`config.mk`:
```
export PLATFORM = sky130hd
export DESIGN_NAME = uart_rx_core
export DESIGN_NICKNAME = d
export VERILOG_FILES = /design/src/rtl/uart_rx_core_pkg.sv /design/src/rtl/uart_rx_fifo.sv /design/src/rtl/uart_rx_core.sv
export SDC_FILE = /design/constraint.sdc
export NUM_CORES = 1
export LEC_CHECK = 0
export CORE_MARGIN = 4
export CORE_UTILIZATION = 50
export DETAILED_ROUTE_END_ITERATION = 8
export PLACE_DENSITY = 0.68
export SETUP_SLACK_MARGIN = 0.05
export SLEW_MARGIN = 15
export SYNTH_ARGS = -nofsm -noshare
export SYNTH_HDL_FRONTEND = slang
export SYNTH_SLANG_ARGS = --single-unit
```
`constraint.sdc`:
```
create_clock -name clk -period 12 [get_ports clk]
set_input_delay 2.4 -clock clk [delete_from_list [all_inputs] [get_ports clk]]
set_output_delay 2.4 -clock clk [all_outputs]
set_load 0.005 [all_outputs]
```
`src/rtl/uart_rx_core_pkg.sv`:
```
// uartPkg: shared types and constants for the uart_rx_core receiver.
// Holds the receive FSM state encoding, the bit positions of the status
// flags inside each FIFO word, and the trigger-level encodings.
package uartPkg;

  typedef enum logic [2:0] {
    ST_IDLE,
    ST_START,
    ST_DATA,
    ST_PARITY,
    ST_STOP,
    ST_BRK_WAIT
  } rx_state_e;

  // FIFO word layout: {break, framing err, parity err, data[7:0]}
  localparam int RD_W       = 11;
  localparam int RD_BRK_BIT = 10;
  localparam int RD_FE_BIT  = 9;
  localparam int RD_PE_BIT  = 8;

  // trig_lvl encodings
  localparam logic [1:0] TRIG_1  = 2'b00;
  localparam logic [1:0] TRIG_4  = 2'b01;
  localparam logic [1:0] TRIG_8  = 2'b10;
  localparam logic [1:0] TRIG_14 = 2'b11;

  // Trigger threshold in entries, clamped so a small FIFO can still trigger.
  function automatic int trig_level(input logic [1:0] enc, input int depth);
    int lvl;
    case (enc)
      TRIG_1:  lvl = 1;
      TRIG_4:  lvl = 4;
      TRIG_8:  lvl = 8;
      default: lvl = 14;
    endcase
    return (lvl > depth) ? depth : lvl;
  endfunction

endpackage

```
`src/rtl/uart_rx_fifo.sv`:
```
// uart_rx_fifo: first-word-fall-through FIFO with occupancy count.
// The head word is visible on rd_data_o whenever the FIFO is non-empty.
// A push into a full FIFO only lands if a pop happens in the same cycle;
// clr_i overrides any simultaneous push or pop.
module uart_rx_fifo
  import uartPkg::*;
#(
  parameter int WIDTH = RD_W,
  parameter int DEPTH = 16
) (
  input  logic                     clk,
  input  logic                     rst_n,
  input  logic                     clr_i,
  input  logic                     push_i,
  input  logic [WIDTH-1:0]         push_data_i,
  input  logic                     pop_i,
  output logic [WIDTH-1:0]         rd_data_o,
  output logic [$clog2(DEPTH):0]   count_o,
  output logic                     full_o,
  output logic                     empty_o
);

  localparam int AW = $clog2(DEPTH);
  localparam int CW = AW + 1;

  logic [WIDTH-1:0] mem [DEPTH];
  logic [AW-1:0]    wr_ptr_q, wr_ptr_d;
  logic [AW-1:0]    rd_ptr_q, rd_ptr_d;
  logic [CW-1:0]    count_q, count_d;
  logic             do_wr, do_rd;

  assign full_o    = (count_q == CW'(DEPTH));
  assign empty_o   = (count_q == '0);
  assign count_o   = count_q;
  assign rd_data_o = empty_o ? '0 : mem[rd_ptr_q];

  // Pointer and count update; pointers wrap naturally (power-of-two depth)
  always_comb begin
    do_rd    = pop_i && !empty_o && !clr_i;
    do_wr    = push_i && (!full_o || pop_i) && !clr_i;
    wr_ptr_d = wr_ptr_q + AW'(do_wr);
    rd_ptr_d = rd_ptr_q + AW'(do_rd);
    count_d  = count_q + CW'(do_wr) - CW'(do_rd);
    if (clr_i) begin
      wr_ptr_d = '0;
      rd_ptr_d = '0;
      count_d  = '0;
    end
  end

  // Pointer/count registers
  always_ff @(posedge clk or negedge rst_n) begin
    if (!rst_n) begin
      wr_ptr_q <= '0;
      rd_ptr_q <= '0;
      count_q  <= '0;
    end else begin
      wr_ptr_q <= wr_ptr_d;
      rd_ptr_q <= rd_ptr_d;
      count_q  <= count_d;
    end
  end

  // Storage array, no reset needed: contents are only visible via count
  always_ff @(posedge clk) begin
    if (do_wr) mem[wr_ptr_q] <= push_data_i;
  end

endmodule

```
`src/rtl/uart_rx_core.sv`:
```
// uart_rx_core: oversampling UART receiver with runtime frame format,
// flag-carrying receive FIFO, trigger level and overrun reporting.
// Optional character timeout is compiled in with `define UART_RX_TIMEOUT_EN.
module uart_rx_core
  import uartPkg::*;
#(
  parameter int FIFO_DEPTH = 16,
  parameter int OVERSAMPLE = 16,
  parameter int DIV_W      = 16
) (
  input  logic                          clk,
  input  logic                          rst_n,
  input  logic [DIV_W-1:0]              baud_div,
  input  logic [1:0]                    lc_bits,
  input  logic                          lc_pe,
  input  logic                          lc_ep,
  input  logic                          lc_sp,
  input  logic [1:0]                    trig_lvl,
  input  logic                          fifo_clr,
  input  logic                          rx_i,
  input  logic                          rd_en,
  output logic [10:0]                   rd_data,
  output logic                          rd_valid,
  output logic [$clog2(FIFO_DEPTH):0]   fifo_count,
  output logic                          trig_o,
  output logic                          overrun_o,
  output logic                          timeout_o
);

  localparam int CW = $clog2(FIFO_DEPTH) + 1;
  localparam int SW = $clog2(OVERSAMPLE);

  logic             sync1_q, sync2_q, rx_prev_q, rx_s;
  logic [DIV_W-1:0] tick_cnt_q, tick_cnt_d;
  logic             tick, start_evt;
  rx_state_e        state_q, state_d;
  logic [SW-1:0]    samp_cnt_q, samp_cnt_d;
  logic [2:0]       bit_cnt_q, bit_cnt_d;
  logic [7:0]       data_q, data_d;
  logic             perr_q, perr_d;
  logic             any_one_q, any_one_d;
  logic             push;
  logic [RD_W-1:0]  push_word;
  logic             overrun_q, overrun_d;
  logic             fifo_full, fifo_empty;
  logic [2:0]       last_bit;
  logic             par_x, mid_bit, full_bit;

  assign rx_s      = sync2_q;
  assign start_evt = (state_q == ST_IDLE) && rx_prev_q && !rx_s;
  assign last_bit  = {1'b0, lc_bits} + 3'd4;
  assign par_x     = (^data_q) ^ rx_s;
  assign mid_bit   = tick && (samp_cnt_q == SW'(OVERSAMPLE/2 - 1));
  assign full_bit  = tick && (samp_cnt_q == SW'(OVERSAMPLE - 1));

  // Two-flop synchroniser plus previous-sample flop for edge detection
  always_ff @(posedge clk or negedge rst_n) begin
    if (!rst_n) begin
      sync1_q   <= 1'b1;
      sync2_q   <= 1'b1;
      rx_prev_q <= 1'b1;
    end else begin
      sync1_q   <= rx_i;
      sync2_q   <= sync1_q;
      rx_prev_q <= sync2_q;
    end
  end

  // Oversample tick: one-cycle pulse every baud_div clocks, realigned on a start edge
  always_comb begin
    tick       = (baud_div <= DIV_W'(1)) || (tick_cnt_q == baud_div - DIV_W'(1));
    tick_cnt_d = tick_cnt_q + DIV_W'(1);
    if (start_evt || tick) tick_cnt_d = '0;
  end

  // Tick counter register
  always_ff @(posedge clk or negedge rst_n) begin
    if (!rst_n) tick_cnt_q <= '0;
    else        tick_cnt_q <= tick_cnt_d;
  end

  // Receive FSM state and datapath registers
  always_ff @(posedge clk or negedge rst_n) begin
    if (!rst_n) begin
      state_q    <= ST_IDLE;
      samp_cnt_q <= '0;
      bit_cnt_q  <= '0;
      data_q     <= '0;
      perr_q     <= 1'b0;
      any_one_q  <= 1'b0;
    end else begin
      state_q    <= state_d;
      samp_cnt_q <= samp_cnt_d;
      bit_cnt_q  <= bit_cnt_d;
      data_q     <= data_d;
      perr_q     <= perr_d;
      any_one_q  <= any_one_d;
    end
  end

  // Receive FSM next state: sample mid-start, then once per bit period
  always_comb begin
    state_d    = state_q;
    samp_cnt_d = samp_cnt_q;
    bit_cnt_d  = bit_cnt_q;
    data_d     = data_q;
    perr_d     = perr_q;
    any_one_d  = any_one_q;
    push       = 1'b0;
    push_word  = '0;
    if (tick) samp_cnt_d = samp_cnt_q + SW'(1);
    case (state_q)
      ST_IDLE: begin
        if (start_evt) begin
          state_d    = ST_START;
          samp_cnt_d = '0;
          bit_cnt_d  = '0;
          data_d     = '0;
          perr_d     = 1'b0;
          any_one_d  = 1'b0;
        end
      end
      ST_START: begin
        if (mid_bit) begin
          samp_cnt_d = '0;
          state_d    = rx_s ? ST_IDLE : ST_DATA;
        end
      end
      ST_DATA: begin
        if (full_bit) begin
          samp_cnt_d        = '0;
          data_d[bit_cnt_q] = rx_s;
          any_one_d         = any_one_q | rx_s;
          bit_cnt_d         = bit_cnt_q + 3'd1;
          if (bit_cnt_q == last_bit) state_d = lc_pe ? ST_PARITY : ST_STOP;
        end
      end
      ST_PARITY: begin
        if (full_bit) begin
          samp_cnt_d = '0;
          any_one_d  = any_one_q | rx_s;
          if (lc_sp) perr_d = (rx_s == lc_ep);
          else       perr_d = lc_ep ? par_x : ~par_x;
          state_d    = ST_STOP;
        end
      end
      ST_STOP: begin
        if (full_bit) begin
          samp_cnt_d = '0;
          push       = 1'b1;
          if (!any_one_q && !rx_s) begin
            // Break: report only the break flag with zeroed data
            push_word[RD_BRK_BIT] = 1'b1;
            state_d               = ST_BRK_WAIT;
          end else begin
            push_word[7:0]       = data_q;
            push_word[RD_PE_BIT] = perr_q;
            push_word[RD_FE_BIT] = ~rx_s;
            state_d              = ST_IDLE;
          end
        end
      end
      ST_BRK_WAIT: begin
        if (tick && rx_s) state_d = ST_IDLE;
      end
      default: state_d = ST_IDLE;
    endcase
  end

  uart_rx_fifo #(
    .WIDTH (RD_W),
    .DEPTH (FIFO_DEPTH)
  ) u_fifo (
    .clk         (clk),
    .rst_n       (rst_n),
    .clr_i       (fifo_clr),
    .push_i      (push),
    .push_data_i (push_word),
    .pop_i       (rd_en),
    .rd_data_o   (rd_data),
    .count_o     (fifo_count),
    .full_o      (fifo_full),
    .empty_o     (fifo_empty)
  );

  assign rd_valid = ~fifo_empty;
  assign trig_o   = (fifo_count >= CW'(trig_level(trig_lvl, FIFO_DEPTH)));

  // Sticky overrun: set when a push is dropped, cleared only by a flush
  always_comb begin
    overrun_d = overrun_q;
    if (fifo_clr)                        overrun_d = 1'b0;
    else if (push && fifo_full && !rd_en) overrun_d = 1'b1;
  end

  // Overrun register
  always_ff @(posedge clk or negedge rst_n) begin
    if (!rst_n) overrun_q <= 1'b0;
    else        overrun_q <= overrun_d;
  end
  assign overrun_o = overrun_q;

`ifdef UART_RX_TIMEOUT_EN
  localparam int TO_W = $clog2(48 * OVERSAMPLE + 1);

  logic [TO_W-1:0] to_cnt_q, to_cnt_d, to_thresh;
  logic            timeout_q, timeout_d;
  logic [3:0]      frame_bits;

  // Four frame times of silence while data waits in the FIFO
  assign frame_bits = {1'b0, last_bit} + 4'd3 + {3'b000, lc_pe};
  assign to_thresh  = TO_W'(frame_bits) * TO_W'(4 * OVERSAMPLE);

  // Timeout counter counts ticks since the last FIFO activity
  always_comb begin
    to_cnt_d  = to_cnt_q;
    timeout_d = timeout_q;
    if (push || rd_en || fifo_empty)         to_cnt_d = '0;
    else if (tick && (to_cnt_q != to_thresh)) to_cnt_d = to_cnt_q + TO_W'(1);
    if (push || rd_en || fifo_clr)           timeout_d = 1'b0;
    else if (!fifo_empty && tick && (to_cnt_q == to_thresh - TO_W'(1)))
      timeout_d = 1'b1;
  end

  // Timeout registers
  always_ff @(posedge clk or negedge rst_n) begin
    if (!rst_n) begin
      to_cnt_q  <= '0;
      timeout_q <= 1'b0;
    end else begin
      to_cnt_q  <= to_cnt_d;
      timeout_q <= timeout_d;
    end
  end
  assign timeout_o = timeout_q;
`else
  assign timeout_o = 1'b0;
`endif

endmodule

```
# ---- After elaboration in Yosys (flattened, before gate mapping)
# Memory sizes are Yosys's and may differ from the RTL's.
# Index checks and enable logic that the tools add are counted.
# W data, S select, Z words.
dict set report classes {
  addsub 9
  multipliers 0
  div_mod_pow 0
  n_lt_le_gt_ge 5
  eq_ne 21
  n_shift 0
  n_mux 49
  bitwise 5
  n_reduce_logical 36
}
# op count
set ops {}
lappend ops {{$mux W11} 3}
lappend ops {{$mux W3} 11}
lappend ops {{$gt A32 B6 Y1 const B} 1}
lappend ops {{$mux W4} 6}
lappend ops {{$pmux W4 S3} 2}
lappend ops {{$pmux W3 S6} 1}
lappend ops {{$add A16 B1 Y16 const B} 1}
lappend ops {{$eq A16 B16 Y1} 1}
lappend ops {{$le A16 B1 Y1 const B} 1}
lappend ops {{$mux W16} 1}
lappend ops {{$mux W8} 2}
lappend ops {{$pmux W8 S2} 1}
lappend ops {{$sub A16 B1 Y16 const B} 1}
lappend ops {{$ne A2 B2 Y1 const B} 7}
lappend ops {{$logic_and A1 B1 Y1} 13}
lappend ops {{$mux W1} 13}
lappend ops {{$mux W10} 1}
lappend ops {{$mux W5} 2}
lappend ops {{$reduce_and A3 Y1} 3}
lappend ops {{$add A4 B1 Y4} 2}
lappend ops {{$bwmux W8} 1}
lappend ops {{$reduce_bool A2 Y1} 4}
lappend ops {{$reduce_xor A8 Y1} 1}
lappend ops {{$reduce_and A7 Y1} 1}
lappend ops {{other kinds (33)} 45}
dict set report word_totals {
  regBits 53
  latchBits 0
  ram_bits 176
  mem_bits_ro 0
  inputBits 28
  out_inout_bits 20
  word_cells 140
  n_memories 1
}
# name words width read_ports rd_ports_with_merged_regs wr line_no
set mem_list {}
lappend mem_list {u_fifo.mem 16 11 1 0 1 uart_rx_fifo.sv:26} ;# logic [WIDTH-1:0] mem [DEPTH];

# ---- Logic depth before layout (Yosys ltp)
dict set report depth {
  word_depth 11
  mapped_depth 20
  depth_no_buf 18
}

# ---- Cells and area by module
# Synthesis repeated with hierarchy kept, for this count alone.
dict set report unflattened {
  cells_unflattened 695
  hier_area_um2 10531.4
}
# module instances cells_each area_each_um2
set by_module_without_submodules {}
lappend by_module_without_submodules {uart_rx_fifo 1 365 7628.6}
lappend by_module_without_submodules {uart_rx_core 1 330 2902.8}

# ---- Least setup slack after synthesis
# No wires, ideal clock.
dict set report synth_path {
  path_kind {in2reg}
  from {input baud_div[1]}
  to {memory u_fifo.mem[1][0] (netlist name), enable pin}
  arrival_ps 6182
  t_required_ps 11592
  slack_ps 5410
  cell_stages 11
  path_cell_list {inv_1 ha_1 or3b_2 or4_4 nor4_2 o2111ai_1 o31ai_4 nand3_4 or3_1 buf_6 nor4_1}
}
dict set report synth_via {
  elab_chain_cells 10
  word_cells_on_any_way 11
  cone_classes {1 x add/sub; 1 x order compare; 1 x eq/ne; 4 x mux; 4 x reduce/logical}
}
# item line_no
set synth_lines {}
lappend synth_lines {{start: declaration} uart_rx_core.sv:13} ;# input logic [DIV_W-1:0] baud_div,
lappend synth_lines {{$sub A16 B1 Y16} uart_rx_core.sv:71} ;# tick = (baud_div <= DIV_W'(1)) || (tick_cnt_q == baud_div - DIV_W'(1));
lappend synth_lines {{$eq A16 B16 Y1} uart_rx_core.sv:71}
lappend synth_lines {{$logic_or A1 B1 Y1 *} uart_rx_core.sv:71}
lappend synth_lines {{$logic_and A1 B1 Y1 *} uart_rx_core.sv:54} ;# assign full_bit = tick && (samp_cnt_q == SW'(OVERSAMPLE - 1));
lappend synth_lines {{$mux W1 *} uart_rx_core.sv:148} ;# if (full_bit) begin
lappend synth_lines {{$mux W1 *} uart_rx_core.sv:112} ;# case (state_q)
lappend synth_lines {{$logic_and A1 B1 Y1 * (2 in series)} uart_rx_fifo.sv:40} ;# do_wr = push_i && (!full_o || pop_i) && !clr_i;
lappend synth_lines {{$mux W1 *} uart_rx_fifo.sv:66} ;# if (do_wr) mem[wr_ptr_q] <= push_data_i;
lappend synth_lines {{$mux W1 (not written as such) *} uart_rx_fifo.sv:66}
lappend synth_lines {{end: declaration} uart_rx_fifo.sv:26}
# Mark *: on every way between the ends. The rest lies on a longest branch, timed or not.

# ---- Worst setup path after layout
dict set report layout_path {
  from {input baud_div[0]}
  to {memory u_fifo.mem[8][2] (netlist name), enable pin}
}
# The elaborated chain is that of the path after synthesis.

==> impl_metrics.json <==
{
  "synth_nets": 741,
  "fmax_ghz": 0.146,
  "crit_type": "primary input to register",
  "cp.required_ns": 12.13,
  "grt_antenna_before_repair": 0,
  "fin_tns_setup_ns": 0,
  "hold-worst-slack_ns": 0.357,
  "yosys_register_bits": 229,
  "port_buffers": 46,
  "regArea_um2": 6620,
  "gr-usage-met1": 0.251,
  "grt_pass1_vias": 6053,
  "worstSetupStartpoint": "baud_div[0]",
  "min_period_over_period": 0.572,
  "yosysWarnings": 0,
  "ir_drop_mv": 0.103,
  "dpl.hpwl_um": 13700,
  "fill_cells": 1538,
  "wirelength_um": 20300,
  "synth_top_area_share": 0.506,
  "multi_input_area_um2": 3670,
  "wire_per_inst_um": 19.5,
  "arrival_ns": 7.00,
  "ant_nets": 0,
  "tightest_slew_ns": 1.14,
  "cts_htree_levels": 1,
  "grt_pass1_wl_um": 33200,
  "die_h_um": 153,
  "cts_resized": 0,
  "slew_headroom": 0.240,
  "antennaDiodeCount": 0,
  "drc_errors": 0,
  "status": "complete, no violations",
  "clkSlewWorstSetupHoldPaths_ns": 0.06,
  "leakage_uw": 0.00362,
  "clk_latency_ns": 0.52,
  "area_growth_pct": 15.4,
  "die_w_um": 153,
  "grt_max_degree": 54,
  "cp-start-kind": "primary input",
  "drt_iter0_markers": 328,
  "synth_area_um2": 10500,
  "syn_inst": 693,
  "yosysTopAreaCell": "edfxtp_1",
  "clk_path_buf_depth": 3,
  "routed-via-count": 5923,
  "grt_use_met2": 0.291,
  "cts_hold_buf": 0,
  "cts.sink_count": 229,
  "synthDistinctLibCells": 55,
  "cts_tree": "built",
  "cts_made_buffers": 24,
  "use_met3": 0.0310,
  "core_area_um2": 20400,
  "gp_congestion": 0.898,
  "pwr_density_cell_nw_per_um2": 157,
  "slew_violations": 0,
  "synth_most_common_cell": "edfxtp_1",
  "fin_nets": 798,
  "fin_ws_ns": 5.13,
  "rsz0062_at_grt": "no",
  "avgViaCountPerCell": 5.71,
  "drt-pass1-iter-count": 5,
  "final_hold_viol_count": 0,
  "synthArstFlopShare": 0.231,
  "die_area_um2": 23300,
  "ios": 48,
  "globalRouteTotalUtil": 0.177,
  "post_cts_buffers": 0,
  "rows": 52,
  "maxCapViolCount": 0,
  "hp-start": "sync1_q",
  "synth_area_per_cell_um2": 15.1,
  "cts_root_buf": "clkbuf_16",
  "layout-drive-gt1-share": 0.171,
  "busiest_layer": "met2",
  "yosys-top-cells-count": "edfxtp_1, mux4_2, dfrtp_1",
  "globalRouteOverflowTotal": 0,
  "finalClockSkew_ns": 0.0140,
  "start_util": 0.513,
  "critPathMaxFanout": 17,
  "dpl_worst_slack_ns": 4.55,
  "reg2reg_from": "tick_cnt_q[13]",
  "synthFlopType": "edfxtp_1",
  "cp-end-kind": "register",
  "synth_edf_count": 176,
  "fin_crit_ns": 6.87,
  "yosys-top-cells-area": "edfxtp_1, dfrtp_1, mux4_2",
  "setup_violations": 0,
  "ys_seq_area_frac": 0.633,
  "hold_path_class": "register to register"
}
final timing paths:
| path | to | slack, ns | cells after the start |
|---|---|---|---|
| worst max-delay path | u_fifo.mem[8][2] | 5.13 | 11 |
| worst min-delay path | rx_s | 0.36 | 0 |
| worst max register to register | u_fifo.mem[8][2] | 7.84 | 8 |
| worst min register to register | rx_s | 0.36 | 0 |
| max in group asynchronous | u_fifo.rd_ptr_q[0] | 9.50 | 2 |
| min in group asynchronous | tick_cnt_q[4] | 1.99 | 2 |
cell families after synthesis:
| group | after synthesis | synth area share |
|---|---|---|
| XOR/XNOR | 51 | 0.0427 |
| adder cells (fa/ha/maj) | 20 | 0.0247 |
| AO/OA/AOI/OAI | 57 | 0.0363 |
| multiplexers | 61 | 0.124 |
| flip-flops | 229 | 0.633 |
| AND/OR/NAND/NOR | 223 | 0.118 |
| buffers and inverters | 51 | 0.0212 |
| other | 1 | 0.000359 |
stage by stage:
step / utilization / power (uW) / std cells / area [um2]
global route: 0.592 / 1990 / 1038 / 12100
global placement: 0.553 / 1190 / 994 / 11300
CTS: 0.592 / 1920 / 1038 / 12100
floorplan: - / 1060 / 693 / 10500
detailed placement: 0.553 / 1190 / 994 / 11300
finish: 0.592 / 1890 / 1038 / 12100
sequential cells by signal, indices dropped and copies added, names as in the netlist, 4 cells and up:
register         cells
data_q               8
tick_cnt_q          16
u_fifo.mem         176
samp_cnt_q           4
u_fifo.rd_ptr_q      4
u_fifo.wr_ptr_q      4
u_fifo.count_o       5
final cells by class:
class	instances	share of cell area
Timing Repair Buffer	63	0.0483
Tap cell	270	0.0280
Sequential cell	229	0.549
Clock buffer	29	0.0514
Multi-Input combinational cell	413	0.304
Clock inverter	15	0.0137
Inverter	19	0.00591
power breakdown:
part | internal (uW) | switching [uW]
registers | 862 | 38.5
clock network | 434 | 291
logic | 150 | 119
critical path: stages:
cell and delay, ns:
clkdlybuf4s50_1 0.52, inv_1 0.10, ha_1 0.20, or3b_2 0.50, or4_4 0.45, nor4_2 0.28
o2111ai_1 0.20, o31ai_4 0.47, nand3_4 0.16, or3_1 0.69, nor4_2 1.02
layout by cell type (no fill, tap or decap), drive strengths merged, types with 2 or more instances in the layout:
cell	n
a211oi	2
a21o	2
a21oi	14
a31oi	2
and2	9
and3	8
buf	18
bufinv	3
clkbuf	29
clkdlybuf4s50	45
clkinv	10
clkinvlp	2
dfrtp	50
dfstp	3
edfxtp	176
ha	19
inv	19
mux2i	6
mux4	55
nand2	31
nand2b	11
nand3	24
nand3b	8
nand4	8
nor2	46
nor2b	21
nor3	17
nor3b	5
nor4	13
nor4b	3
o211ai	5
o21a	2
o21ai	15
o31ai	7
o41ai	2
or3	7
or4	7
xnor2	30
xor2	21
metal layers:
metal,wire [um],vias to the layer above
li1,-,2775
met1,9010,2993
met2,9910,121
met3,947,34
met4,424,0
met5,0,-
No activity file was read; power rests on OpenSTA's default activity.
